--- src/rtl/cbx_cfg_pkg.sv ---
// Shared types and helpers for the parametrised X-channel connection block.
// Holds the loader FSM states, the tap map and parameter legality checks.
package cbx_cfg_pkg;

  typedef enum logic [1:0] {
    IDLE,
    COMMIT,
    DONE
  } cfg_state_t;

  // track feeding tap pair k of ipin i
  function automatic int tap_track(
    input int i,
    input int k,
    input int stride,
    input int chan_w
  );
    return (i + k * stride) % chan_w;
  endfunction

  // selector must pair left/right taps and cannot need more than both sides
  function automatic bit mux_size_legal(
    input int mux_size,
    input int chan_w
  );
    return (mux_size >= 2) && (mux_size % 2 == 0)
        && (mux_size <= 2 * chan_w);
  endfunction

endpackage

--- src/rtl/cbx_ipin_mux.sv ---
// One ipin selector: picks one of MUX_SIZE taps, forced low when disabled.
// Select codes at or above MUX_SIZE also give 0.
module cbx_ipin_mux #(
  parameter int MUX_SIZE = 6,
  parameter int SEL_W    = $clog2(MUX_SIZE)
) (
  input  logic [MUX_SIZE-1:0] taps,
  input  logic [SEL_W-1:0]    sel,
  input  logic                en,
  output logic                out
);

  // compare-and-pick keeps indexing inside the tap vector
  always_comb begin
    out = 1'b0;
    if (en) begin
      for (int j = 0; j < MUX_SIZE; j++) begin
        if (sel == SEL_W'(j)) out = taps[j];
      end
    end
  end

endmodule

--- src/rtl/cbx_param_cfg.sv ---
// Parametrised X-channel connection block with handshaked shadow/active loader.
// Optional readback of the active config: define CBX_READBACK_EN.
module cbx_param_cfg
  import cbx_cfg_pkg::*;
#(
  parameter int CHAN_W   = 13,
  parameter int NUM_IPIN = 11,
  parameter int MUX_SIZE = 6,
  parameter int STRIDE   = 6,
  parameter int SEL_W    = $clog2(MUX_SIZE),
  parameter int ADDR_W   = (NUM_IPIN > 1) ? $clog2(NUM_IPIN) : 1
) (
  input  logic                prog_clk,
  input  logic                pReset,
  input  logic [CHAN_W-1:0]   chanx_left_in,
  input  logic [CHAN_W-1:0]   chanx_right_in,
  output logic [CHAN_W-1:0]   chanx_left_out,
  output logic [CHAN_W-1:0]   chanx_right_out,
  output logic [NUM_IPIN-1:0] ipin_out,
  input  logic                cfg_valid,
  output logic                cfg_ready,
  input  logic [ADDR_W-1:0]   cfg_addr,
  input  logic [SEL_W-1:0]    cfg_sel,
  input  logic                cfg_commit,
  output logic                cfg_err,
  output logic                cfg_done
`ifdef CBX_READBACK_EN
  ,
  input  logic [ADDR_W-1:0]   rd_addr,
  output logic [SEL_W-1:0]    rd_sel,
  output logic                rd_vld
`endif
);

  if (!mux_size_legal(MUX_SIZE, CHAN_W)) begin : g_bad_mux
    $error("cbx_param_cfg: MUX_SIZE must be even and <= 2*CHAN_W");
  end

  cfg_state_t state_q, state_d;

  logic [SEL_W-1:0]    sh_sel  [NUM_IPIN];
  logic [SEL_W-1:0]    act_sel [NUM_IPIN];
  logic [NUM_IPIN-1:0] sh_vld;
  logic [NUM_IPIN-1:0] act_vld;
  logic                err_q;
  logic                accept;
  logic                addr_ok;
  logic                sel_ok;
  logic                wr_ok;

  logic [MUX_SIZE-1:0] taps [NUM_IPIN];

  assign chanx_left_out  = chanx_right_in;
  assign chanx_right_out = chanx_left_in;

  assign accept  = cfg_valid & cfg_ready;
  assign addr_ok = {1'b0, cfg_addr} < (ADDR_W+1)'(NUM_IPIN);
  assign sel_ok  = {1'b0, cfg_sel} < (SEL_W+1)'(MUX_SIZE);
  assign wr_ok   = accept & addr_ok & sel_ok;

  assign cfg_err  = err_q;
  assign cfg_done = (state_q == DONE);

  // loader state register
  always_ff @(posedge prog_clk or posedge pReset) begin
    if (pReset) state_q <= IDLE;
    else        state_q <= state_d;
  end

  // next state and handshake ready
  always_comb begin
    state_d   = state_q;
    cfg_ready = 1'b0;
    unique case (state_q)
      IDLE: begin
        cfg_ready = 1'b1;
        if (cfg_commit) state_d = COMMIT;
      end
      COMMIT:  state_d = DONE;
      DONE:    state_d = IDLE;
      default: state_d = IDLE;
    endcase
  end

  // shadow writes; last write to an address wins
  always_ff @(posedge prog_clk or posedge pReset) begin
    if (pReset) begin
      sh_vld <= '0;
      for (int i = 0; i < NUM_IPIN; i++) sh_sel[i] <= '0;
    end else if (wr_ok) begin
      for (int i = 0; i < NUM_IPIN; i++) begin
        if (cfg_addr == ADDR_W'(i)) begin
          sh_sel[i] <= cfg_sel;
          sh_vld[i] <= 1'b1;
        end
      end
    end
  end

  // atomic shadow-to-active copy, all ipins on one edge
  always_ff @(posedge prog_clk or posedge pReset) begin
    if (pReset) begin
      act_vld <= '0;
      for (int i = 0; i < NUM_IPIN; i++) act_sel[i] <= '0;
    end else if (state_q == COMMIT) begin
      act_vld <= sh_vld;
      for (int i = 0; i < NUM_IPIN; i++) act_sel[i] <= sh_sel[i];
    end
  end

  // rejected write reported one cycle later
  always_ff @(posedge prog_clk or posedge pReset) begin
    if (pReset) err_q <= 1'b0;
    else        err_q <= accept & ~(addr_ok & sel_ok);
  end

  for (genvar i = 0; i < NUM_IPIN; i++) begin : g_ipin
    for (genvar k = 0; k < MUX_SIZE / 2; k++) begin : g_tap
      assign taps[i][2*k] =
        chanx_left_in[tap_track(i, k, STRIDE, CHAN_W)];
      assign taps[i][2*k+1] =
        chanx_right_in[tap_track(i, k, STRIDE, CHAN_W)];
    end

    cbx_ipin_mux #(
      .MUX_SIZE (MUX_SIZE),
      .SEL_W    (SEL_W)
    ) u_mux (
      .taps (taps[i]),
      .sel  (act_sel[i]),
      .en   (act_vld[i]),
      .out  (ipin_out[i])
    );
  end

`ifdef CBX_READBACK_EN
  // registered readback; out-of-range address reads 0/0
  always_ff @(posedge prog_clk or posedge pReset) begin
    if (pReset) begin
      rd_sel <= '0;
      rd_vld <= 1'b0;
    end else begin
      rd_sel <= '0;
      rd_vld <= 1'b0;
      for (int i = 0; i < NUM_IPIN; i++) begin
        if (rd_addr == ADDR_W'(i)) begin
          rd_sel <= act_sel[i];
          rd_vld <= act_vld[i];
        end
      end
    end
  end
`endif

endmodule

--- config.mk ---
export PLATFORM = sky130hd
export DESIGN_NAME = cbx_param_cfg
export DESIGN_NICKNAME = d
export VERILOG_FILES = /design/src/rtl/cbx_cfg_pkg.sv /design/src/rtl/cbx_ipin_mux.sv /design/src/rtl/cbx_param_cfg.sv
export SDC_FILE = /design/constraint.sdc
export NUM_CORES = 1
export LEC_CHECK = 0
export CAP_MARGIN = 25
export CORE_MARGIN = 2
export CORE_UTILIZATION = 50
export DETAILED_ROUTE_END_ITERATION = 8
export GPL_ROUTABILITY_DRIVEN = 0
export PLACE_DENSITY = 0.8
export RECOVER_POWER = 25
export SLEW_MARGIN = 15
export SYNTH_ARGS = -nofsm -noshare
export SYNTH_HDL_FRONTEND = slang
export SYNTH_SLANG_ARGS = --single-unit
--- constraint.sdc ---
create_clock -name prog_clk -period 5.5 [get_ports prog_clk]
set_input_delay 1.375 -clock prog_clk [delete_from_list [all_inputs] [get_ports prog_clk]]
set_output_delay 1.375 -clock prog_clk [all_outputs]
set_load 0.1 [all_outputs]
---- After elaboration in Yosys (flattened, before gate mapping) ----
Index checks and enable logic that the tools add are counted.
storage, ports and cells
  bits in registers ....................... 91
  latch bits .............................. 0
  RAM bits ................................ 0
  memory bits (read-only) ................. 0
  input port bits ......................... 37
  output and inout bits ................... 40
  word-level logic and storage cells ...... 216
  memories kept ........................... 0
operators by class
  $add $sub $neg .......................... 0
  multiply operators ...................... 0
  div/mod/pow operators ................... 0
  $lt $le $gt $ge ......................... 2
  eq/ne operators ......................... 68
  shifts and indexed selects .............. 0
  muxes and demuxes ....................... 80
  bitwise gates (word level) .............. 6
  reductions and logical operators ........ 24
operators with widths
  cell                                                             number
  1-bit two-way mux                                                78
  3-bit by 2-bit == test with 1-bit output, second input constant  22
  3-bit == test, second input constant                             22
  3-bit by 1-bit == test with 1-bit output, second input constant  11
  3-bit logical NOT                                                11
  2-bit AND reduction                                              11
  4-bit by 3-bit == test with 1-bit output, second input constant  4
  4-bit == test, second input constant                             3
  4-bit by 2-bit == test with 1-bit output, second input constant  2
  1-bit AND                                                        5
  4-bit by 1-bit == test with 1-bit output, second input constant  1
  4-bit logical NOT                                                1
  4-bit < comparator, second input constant                        1
  2-bit one-hot mux with 2 select lines                            1
  3-bit < comparator, second input constant                        1
  2-bit by 1-bit == test with 1-bit output, second input constant  1
  2-bit == test, second input constant                             1
  2-bit logical NOT                                                1
  2-bit two-way mux                                                1
  2-bit inequality test, second input constant                     1
  1-bit NOT                                                        1

---- Logic depth before layout (Yosys ltp) ----
Gate-level depths: netlist of run 1.
  depth in word-level cells ............... 8
  gate-level depth with buffers ........... 4
  mapped depth without buffers ............ 3

---- Hierarchy ----
Synthesis of run 1 repeated with hierarchy kept, for this count alone.
unflattened totals
  cell total of the unflattened synthesis .. 299
  area total of the unflattened synthesis .. 4,246.6 µm²
modules (own cells, without submodules)
  module         instances  cells an instance  area an instance (µm²)  sequential area each (µm²)
  cbx_param_cfg  1          244                3,654.8                 2,277.2
  cbx_ipin_mux   11         5                  53.8                    0.0

---- Least setup slack after synthesis of run 1 ----
Ideal clock, no wire load.
  path kind ............................... input-to-output
  start ................................... in chanx_right_in[12]
  end ..................................... out ipin_out[0]
  arrival ................................. 2,193 ps
  data required time ...................... 4,125 ps
  slack ................................... 1,932 ps
  cell stages on the path ................. 4
  path buffers ............................ 1
  path through ............................ mux4_2 > nand3b_1 > o21ai_0 > buf_4
on the way
  word-level cells in the longest chain between the ends .. 2
RTL lines
  what               RTL line             RTL
  start, declared    cbx_param_cfg.sv:16  input logic [CHAN_W-1:0] chanx_right_in,
  1-bit two-way mux  cbx_ipin_mux.sv:18   if (sel == SEL_W'(j)) out = taps[j];
  1-bit two-way mux  cbx_ipin_mux.sv:16   if (en) begin
  end, declared      cbx_param_cfg.sv:19  output logic [NUM_IPIN-1:0] ipin_out,
No other way between the ends.

---- Worst setup path in the final report of run 1 ----
  start ................................... in chanx_right_in[3]
  end ..................................... out ipin_out[4]
Same word-level chain as after synthesis.

==> reports/results.tsv, run 1 <==
stage	metric	value	unit
routing	totalWireLength	8399	µm
run	max_cap_violations	0	
worst_setup_path	cp_max_fo	4	
die	fp.dieArea	9429	µm²
cells_and_area	diodes	0	
placed_design	dp.cells	448	
cells_and_area	fin_nets	391	
synthesis	ys_ff_latch	91	
worst_hold_path	worstHoldPathCells	1	
sta	hold_ws	0.4696	ns
clock_tree	postCtsSetupBuffers	0	
clock_tree	cts_sinks	91	
clock_tree	cts_resized	0	
routing	ant_nets	0	
synthesis	syn_inst	309	
worst_setup_path	r2r_cells	3	
worst_hold_path	whs_endpoint	sh_vld[5]	
synthesis	yosysUniqueCellTypes	28	
synthesis	syn-num-nets	346	
power_and_ir_drop	power.total	2.597	mW
cells_and_area	regArea	2277	µm²
sta	hold_viol	0	
worst_setup_path	r2r_slack	2.46	ns
clock_tree	cts_tree	yes	
routing	first_iter_violations	94	
worst_setup_path	path_class	primary input to output port	
power_and_ir_drop	irDropWorstVdd	0.3264	mV
synthesis	synthMuxAreaShare	28.26	%
cells_and_area	drive_above_1_share	42.06	%
worst_setup_path	rr_endpoint	act_sel[8]	
cells_and_area	area_growth	17.38	%
synthesis	synth_top_area_cell	dfrtp_1	
global_route	grt_pass1_wl	14420	µm
worst_setup_path	reg2reg_from	state_q[1]	
clock_tree	cts_max_level	3	
worst_setup_path	arrival	2.87	ns
synthesis	ys_seq_area_share	52.54	%
sta	tns	0	ns
placed_design	portBuffers	76	
sta	fmax	235.5	MHz
sta	slew_violations	0	
routing	drc_errors	0	
global_route	gr-total-overflow	0	
routing	vias	2611	
clock_tree	numCtsBuffers	9	
clock_tree	clk_path_buf_depth	2	
sta	relSlewSlack	3.812	%
cells_and_area	final_cells	464	
synthesis	synth_top_area_share	52.54	%
synthesis	syn_avg_cell_area	14.03	µm²
status	status	finished, final reports clean	
global_route	grt_start_max_net_pins	39	
cells_and_area	fill_cells	654	
global_route	grt_pass1_vias	2732	
synthesis	synthesis.area	4334	µm²
worst_hold_path	hold_class	register to register	
power_and_ir_drop	p_per_area	510.4	nW/µm²
routing	first_pass_iters	4	
placed_design	dp_hpwl	6145	µm
clock_tree	worstSkewPairLatency	0.35	ns
worst_setup_path	crit_path_end_kind	output port	
cells_and_area	post-route-util	61.30	%
synthesis	synth-xor-area-share	0	%
synthesis	synth_area_leaders	dfrtp_1 53%, mux2_2 20%, buf_4 7.3%, mux4_2 5.7%, nand3b_1 2.8%	
sta	worstMarginPinSlew	1.443	ns
clock_tree	cts_root_buffer	clkbuf_8	
sta	finalClockSkew	0.006046	ns
sta	setup_viol	0	
worst_hold_path	hold_start	sh_vld[5]	
die	core	8299	µm²
worst_setup_path	critPathLaunchType	primary input	
synthesis	yosysWarningCount	0	
die	fp.dieH	97.11	µm
power_and_ir_drop	static-leakage-power	2.290	nW
routing	viasPerCell	5.627	
synthesis	synthSimpleGateAreaFrac	9.122	%
global_route	grt_usage	19.16	%
die	rows	33	
global_route	antenna_found_initial	1	
cells_and_area	multi_input_area	1719	µm²
routing	wl_per_cell	18.10	µm
synthesis	synth_compound_area_share	2.281	%
worst_setup_path	required	4.12	ns
die	die_w	97.11	µm
clock_tree	clk_pin_slew	0.09	ns
synthesis	synth_top_family_by_area	multiplexers	
sta	finalCritPeriodShare	77.22	%
sta	layout_min_cycle_time	4.247	ns
sta	rsz0062_at_grt	no	
die	initial_utilization	52.22	%
die	num_io_pins	77	
synthesis	synthAdderAreaFrac	0	%
clock_tree	postCtsHoldBufs	0	
[flip-flops by register name, indices dropped and copies added, names as in the netlist]
name and cells:
act_sel 33, sh_sel 33, act_vld 11, sh_vld 11, state_q 2, cfg_err 1
[logic make-up after synthesis]
group | count (synthesis)
AND/OR/NAND/NOR | 56
buffers and inverters | 48
flip-flops | 91
AO/OA/AOI/OAI | 15
multiplexers | 99
[how the worst max path moves through the flow]
stage,startpoint,end,cells after the start
final,chanx_right_in[3],ipin_out[4],5
after floorplan,pReset,act_sel[0],1
after global routing,chanx_left_in[3],ipin_out[4],5
after detailed placement,chanx_right_in[3],ipin_out[4],5
after global placement,chanx_right_in[3],ipin_out[4],5
after CTS,chanx_right_in[3],ipin_out[4],5
[synth_stat cells]
library cell / count
dfrtp_1: 91
mux2_2: 77
buf_4: 42
nand3b_1: 16
mux2i_1: 11
mux4_2: 11
nand2_1: 7
nand2b_1: 7
nand3_1: 6
o21ai_0: 6
o31ai_1: 6
or2b_1: 4
clkbuf_1: 3
inv_1: 3
nand4_1: 3
and2_1: 2
nor2_1: 2
nor2b_1: 2
a21boi_1: 1
a21boi_2: 1
a21oi_1: 1
and2b_2: 1
and4_1: 1
nand4_2: 1
nor3b_2: 1
nor4_4: 1
nor4b_4: 1
or2_2: 1
[layout by cell type (no fill, tap or decap), drive strengths merged, types with 7 or more instances in the layout]
master / n
dfrtp: 91
mux2: 77
buf: 39
clkdlybuf4s50: 37
nand3b: 16
mux2i: 11
mux4: 11
clkbuf: 10
nand2b: 7
nand2: 7
[layer usage]
layer  part of all wire (%)  track usage (%)
met1                     45            27.00
met4                    1.3            6.067
met3                    5.1            3.813
met5                   0.20                0
met2                     48            30.18
[power by group]
part           leakage (nW)  internal [mW]  switching, mW
logic                  1.01          0.388          0.610
registers              1.16          0.889          0.169
clock network         0.120          0.306          0.235
[layout make-up]
| type | instances | area share [%] |
|---|---|---|
| sequential | 91 | 44.76 |
| clock buffer | 9 | 2.435 |
| inverter | 3 | 0.2459 |
| tap | 105 | 2.582 |
| multi-input combinational | 170 | 33.79 |
| clock inverter | 7 | 2.435 |
| timing repair buffer | 79 | 13.75 |
[metrics by stage]
step           setup slack [ns]  cell area [µm²]
5_1_grt                   1.212             5087
3_5_place_dp              1.247             4858
6_report                  1.253             5087
2_1_floorplan             1.761             4334
4_1_cts                   1.251             5106
3_3_place_gp              1.234             4818
[critical path: stages]
cell and delay, ns:
clkdlybuf4s50_1 0.55, mux4_2 0.53, nand3b_1 0.09, o21ai_0 0.08, buf_4 0.24
Note: power is estimated with default switching activity, not from simulation.
==> run 2: changes to the inputs <==
==> constraint.sdc (replaced) <==
create_clock -name prog_clk -period 4.1 [get_ports prog_clk]
set_input_delay 1.025 -clock prog_clk [delete_from_list [all_inputs] [get_ports prog_clk]]
set_output_delay 1.025 -clock prog_clk [all_outputs]
set_load 0.1 [all_outputs]
==> run 2 against run 1 <==
Compared with the run above: the flow now finishes with violations (max-capacitance violations, max-slew violations); highest routed layer is now met4; global-route usage fell by 0.40 points; critical path depth stayed put; clock-buffer cell count up 4; wire length is 1.6% lower.
==> reports/results.tsv, run 2 (same netlist as run 1, synthesis figures left out) <==
stage	metric	value	unit	change
routing	totalWireLength	8267	µm	-1.6%
power_and_ir_drop	comb_power_share	43.2	%	+4.8 points
worst_hold_path	whs_endpoint	sh_vld[3]		
global_route	grt_pass1_wl	13990	µm	-3.0%
power_and_ir_drop	p_sw	1.356	mW	+34%
die	fp.dieArea	9429	µm²	unchanged
worst_setup_path	crit_path_end_kind	output port		
clock_tree	cts_max_level	3		unchanged
power_and_ir_drop	p_per_area	683.0	nW/µm²	+34%
routing	viasPerCell	5.632		about the same
worst_setup_path	critPathLaunchType	primary input		
worst_setup_path	rr_endpoint	act_sel[6]		
die	num_io_pins	77		unchanged
sta	tns	0	ns	unchanged
global_route	grt_pass1_vias	2782		+1.8%
die	initial_utilization	52.22	%	unchanged
sta	hold_viol	0		unchanged
worst_setup_path	path_cells	clkdlybuf4s50_1, mux4_2, nand3b_1, o21ai_0, buf_12		
worst_setup_path	reg2reg_from	state_q[1]		
power_and_ir_drop	intPower	2.181	mW	+38%
worst_setup_path	required	3.07	ns	-1.05 ns
clock_tree	postCtsSetupBuffers	0		unchanged
cells_and_area	final_cells	462		-0.43%
worst_setup_path	path_class	primary input to output port		
sta	rsz0062_at_grt	no		
die	die_w	97.11	µm	unchanged
cells_and_area	layout_common_cells	91 x dfrtp_1, 77 x mux2_2, 37 x clkdlybuf4s50_1, 27 x buf_4, 16 x nand3b_1		
worst_setup_path	cp_slowest_cell	clkdlybuf4s50_1		
die	core	8299	µm²	unchanged
clock_tree	numCtsBuffers	9		unchanged
worst_hold_path	hold_class	register to register		
clock_tree	worstSkewPairLatency	0.35	ns	about the same
run	max_cap_violations	1		+1
power_and_ir_drop	power.total	3.536	mW	+36%
placed_design	portBuffers	76		unchanged
placed_design	dp_hpwl	6115	µm	-0.47%
status	violations	max-capacitance violations, max-slew violations		
worst_setup_path	cp_max_fo	4		unchanged
sta	hold_ws	0.4598	ns	-0.009829 ns
worst_hold_path	hold_start	sh_vld[3]		
global_route	antenna_found_initial	0		-1
die	rows	33		unchanged
cells_and_area	largestRegisters	act_sel (33), sh_sel (33)		
clock_tree	cts_resized	0		unchanged
clock_tree	clk_pin_slew	0.08	ns	about the same
cells_and_area	diodes	0		unchanged
clock_tree	cts_root_buffer	clkbuf_8		
clock_tree	cts_sinks	91		unchanged
cells_and_area	area_growth	19.46	%	
global_route	grt_start_max_net_pins	52		+33%
power_and_ir_drop	irDropWorstVdd	0.5193	mV	+59%
routing	wl_per_cell	17.89	µm	-1.1%
sta	slew_violations	41		+41
global_route	gr-total-overflow	0		unchanged
worst_setup_path	worst_path_largest_cell_delay	0.57	ns	+0.02 ns
worst_setup_path	arrival	2.58	ns	-0.29 ns
clock_tree	clk_path_buf_depth	2		unchanged
global_route	grt_usage	18.76	%	-0.40 points
sta	finalClockSkew	0.009551	ns	+0.003505 ns
worst_setup_path	r2r_cells	3		unchanged
worst_hold_path	worstHoldPathCells	1		unchanged
status	status	complete, but fails checks		
sta	fmax	277.5	MHz	
sta	finalCritPeriodShare	87.89	%	
clock_tree	cts_tree	yes		
worst_setup_path	r2r_slack	2.06	ns	-0.40 ns
placed_design	dp.cells	447		-0.22%
routing	vias	2602		-0.34%
die	fp.dieH	97.11	µm	unchanged
sta	layout_min_cycle_time	3.603	ns	
cells_and_area	layout_commonest_cell	dfrtp_1		
routing	ant_nets	0		unchanged
cells_and_area	fin_nets	390		-0.26%
clock_tree	postCtsHoldBufs	0		unchanged
routing	first_pass_iters	4		unchanged
routing	first_iter_violations	92		-2.1%
power_and_ir_drop	sw_frac_of_total	38.34	%	-0.68 points
sta	setup_viol	0		unchanged
routing	drc_errors	0		unchanged
cells_and_area	drive_above_1_share	41.74	%	-0.32 points
power_and_ir_drop	clkPwrFrac	16.7	%	-4.1 points
sta	worstMarginPinSlew	1.850	ns	+0.4073 ns
sta	relSlewSlack	-24.02	%	-28 points
power_and_ir_drop	pwr-share-seq	40.2	%	-0.5 points
power_and_ir_drop	static-leakage-power	2.312	nW	+0.95%
cells_and_area	post-route-util	62.39	%	+1.1 points
## run 2: changes by cell type in the layout (fill, tap and decap cells not counted), moves of 2 or more
cell and delta:
inv_6 -2, buf_12 +12, clkbuf_8 +2, bufinv_16 -2
buf_4 -11
## run 2: per-layer routing
layer | vias to the layer above | track usage [%] | share of wire, %
li1 | 1176 | - | -
met1 | 1335 | 25.67 | 45
met2 | 76 | 29.86 | 48
met3 | 15 | 3.957 | 5.1
met4 | 0 | 6.826 | 1.8
met5 | - | 0 | 0
## run 2: how the worst max path moves through the flow
stage / slack, ns / cells after the start / endpoint / from
2_1_floorplan: 0.71 / 1 / act_sel[0] / pReset
3_5_place_dp: 0.52 / 5 / ipin_out[4] / chanx_right_in[3]
5_1_grt: 0.49 / 5 / ipin_out[4] / chanx_right_in[3]
4_1_cts: 0.52 / 5 / ipin_out[4] / chanx_right_in[3]
3_3_place_gp: 0.52 / 5 / ipin_out[4] / chanx_left_in[3]
6_report: 0.50 / 5 / ipin_out[4] / chanx_right_in[3]
## run 2: area by class of cell
type	count	area, µm²
clock inverters	2	35.03
flip-flops and latches	91	2277
inverters	3	12.51
repair buffers	78	843.3
multi-input cells	170	1719
clock buffers	13	158.9
well taps	105	131.4
fillers	652	3122
## run 2: critical path: cells and delay by family
kind | cells | cell delay (ns)
buf+inv | 2 | 0.78
mux | 1 | 0.54
compound gates | 1 | 0.14
simple gates | 1 | 0.09
## run 2: power groups by stage
| stage | Combinational, mW | Clock (mW) | Sequential [mW] |
|---|---|---|---|
| global placement | 1.50 | 0 | 1.42 |
| detailed placement | 1.54 | 0 | 1.44 |
| global route | 1.60 | 0.639 | 1.47 |
| floorplan | 1.21 | 0 | 1.37 |
| finish | 1.53 | 0.590 | 1.42 |
| CTS | 1.54 | 0.606 | 1.42 |
## run 2: through the flow
| step | setup WS, ns | instance area (µm²) |
|---|---|---|
| 3_5_place_dp | 0.5186 | 4986 |
| 6_report | 0.4965 | 5177 |
| 3_3_place_gp | 0.5155 | 4966 |
| 2_1_floorplan | 0.7114 | 4334 |
| 4_1_cts | 0.5220 | 5180 |
| 5_1_grt | 0.4858 | 5177 |
==> run 3: changes to the inputs <==
--- a/config.mk
+++ b/config.mk
@@ -10,6 +10,7 @@
 export CORE_UTILIZATION = 50
 export DETAILED_ROUTE_END_ITERATION = 8
 export GPL_ROUTABILITY_DRIVEN = 0
+export MAX_ROUTING_LAYER = met4
 export PLACE_DENSITY = 0.8
 export RECOVER_POWER = 25
 export SLEW_MARGIN = 15
==> run 3 against run 2 <==
Compared with the run above: clock power barely moved; utilization unchanged; the flow still finishes with violations (max-capacitance violations, max-slew violations); sequential power barely moved; register-to-register slack hardly changed.
==> reports/results.tsv, run 3 (same netlist as run 1, synthesis figures left out) <==
stage	metric	value	unit	change
global_route	grt_pass1_wl	13990	µm	unchanged
routing	top_layer	met4		
die	die_w	97.11	µm	unchanged
sta	rsz0062_at_grt	no		
sta	relSlewSlack	-24.08	%	-0.062 points
placed_design	portBuffers	76		unchanged
sta	worstMarginPinSlew	1.851	ns	+0.0009219 ns
routing	wl_met1	3740	µm	about the same
routing	wl_per_cell	17.91	µm	about the same
sta	finalCritPeriodShare	87.93	%	about the same
worst_setup_path	path_class	primary input to output port		
cells_and_area	final_cells	462		unchanged
global_route	gr-total-overflow	0		unchanged
clock_tree	worstSkewPairLatency	0.35	ns	about the same
cells_and_area	diodes	0		unchanged
cells_and_area	area_growth	19.46	%	unchanged
worst_setup_path	critPathLaunchType	primary input		
routing	totalWireLength	8274	µm	about the same
placed_design	dp.cells	447		unchanged
sta	setup_viol	0		unchanged
die	rows	33		unchanged
sta	layout_min_cycle_time	3.605	ns	+0.001849 ns
status	status	complete, but fails checks		
die	core	8299	µm²	unchanged
placed_design	dp_hpwl	6115	µm	unchanged
clock_tree	cts_root_buffer	clkbuf_8		
clock_tree	cts_sinks	91		unchanged
worst_setup_path	cp_max_fo	4		unchanged
die	initial_utilization	52.22	%	unchanged
cells_and_area	drive_above_1_share	41.74	%	unchanged
clock_tree	clk_path_buf_depth	2		unchanged
clock_tree	postCtsHoldBufs	0		unchanged
global_route	antenna_found_initial	0		unchanged
clock_tree	cts_resized	0		unchanged
routing	ant_nets	0		unchanged
sta	tns	0	ns	unchanged
sta	finalClockSkew	0.01041	ns	+0.0008566 ns
routing	vias	2597		-0.19%
power_and_ir_drop	irDropWorstVdd	0.5188	mV	about the same
sta	slew_violations	41		unchanged
routing	first_pass_iters	4		unchanged
run	max_cap_violations	1		unchanged
clock_tree	cts_tree	yes		
sta	hold_viol	0		unchanged
sta	fmax	277.4	MHz	about the same
routing	wl_met3	411	µm	-2.1%
global_route	grt_pass1_vias	2782		unchanged
power_and_ir_drop	power.total	3.536	mW	about the same
die	fp.dieH	97.11	µm	unchanged
die	num_io_pins	77		unchanged
status	violations	max-capacitance violations, max-slew violations		
routing	dr_wl_met2	3976	µm	+0.53%
worst_setup_path	crit_path_end_kind	output port		
cells_and_area	fin_nets	390		unchanged
die	fp.dieArea	9429	µm²	unchanged
clock_tree	clk_pin_slew	0.08	ns	about the same
cells_and_area	layout_common_cells	91 x dfrtp_1, 77 x mux2_2, 37 x clkdlybuf4s50_1, 27 x buf_4, 16 x nand3b_1		
cells_and_area	largestRegisters	act_sel (33), sh_sel (33)		
worst_setup_path	arrival	2.58	ns	about the same
routing	first_iter_violations	110		+20%
cells_and_area	post-route-util	62.39	%	unchanged
clock_tree	numCtsBuffers	9		unchanged
routing	drc_errors	0		unchanged
worst_setup_path	required	3.07	ns	about the same
worst_hold_path	hold_class	register to register		
cells_and_area	layout_commonest_cell	dfrtp_1		
global_route	grt_start_max_net_pins	52		unchanged
global_route	grt_usage	19.32	%	+0.56 points
routing	viasPerCell	5.621		-0.19%
power_and_ir_drop	p_per_area	683.0	nW/µm²	about the same
clock_tree	cts_max_level	3		unchanged
power_and_ir_drop	static-leakage-power	2.312	nW	unchanged
clock_tree	postCtsSetupBuffers	0		unchanged
## run 3: final timing paths
kind	start	end	slack [ns]	cells after the start
worst max-delay path	chanx_right_in[3]	ipin_out[4]	0.49	5
worst min-delay path	sh_vld[3]	sh_vld[3]	0.46	1
worst max register to register	state_q[1]	act_vld[6]	2.06	3
worst min register to register	sh_vld[3]	sh_vld[3]	0.46	1
max in group asynchronous	pReset	sh_sel[20]	1.59	3
min in group asynchronous	pReset	act_sel[8]	1.59	2
## run 3: critical path: stages
cell and delay [ns]:
clkdlybuf4s50_1 0.57, mux4_2 0.54, nand3b_1 0.09, o21ai_0 0.14, buf_12 0.21
## run 3: layout make-up
cell class | count | area, µm²
well taps | 105 | 131.4
flip-flops and latches | 91 | 2277
fillers | 652 | 3122
inverters | 3 | 12.51
clock inverters | 2 | 35.03
repair buffers | 78 | 843.3
multi-input cells | 170 | 1719
clock buffers | 13 | 158.9
## run 3: through the flow
| step | instance area, µm² | hold slack, ns | worst slack (ns) |
|---|---|---|---|
| floorplan | 4334 | 0.4283 | 0.7114 |
| global placement | 4966 | 0.4442 | 0.5155 |
| detailed placement | 4986 | 0.4472 | 0.5186 |
| CTS | 5180 | 0.4684 | 0.5220 |
| global route | 5177 | 0.5025 | 0.4858 |
| finish | 5177 | 0.4598 | 0.4947 |
## run 3: metal layers
layer  vias up  GRT usage [%]
li1       1175              -
met5         -              -
met1      1333          25.86
met4         0          6.826
met3        15          3.813
met2        74          29.81
## run 3: power breakdown
group,switching [mW],internal (mW)
clock network,0.278,0.312
registers,0.227,1.19
logic,0.851,0.675
total,1.36,2.18
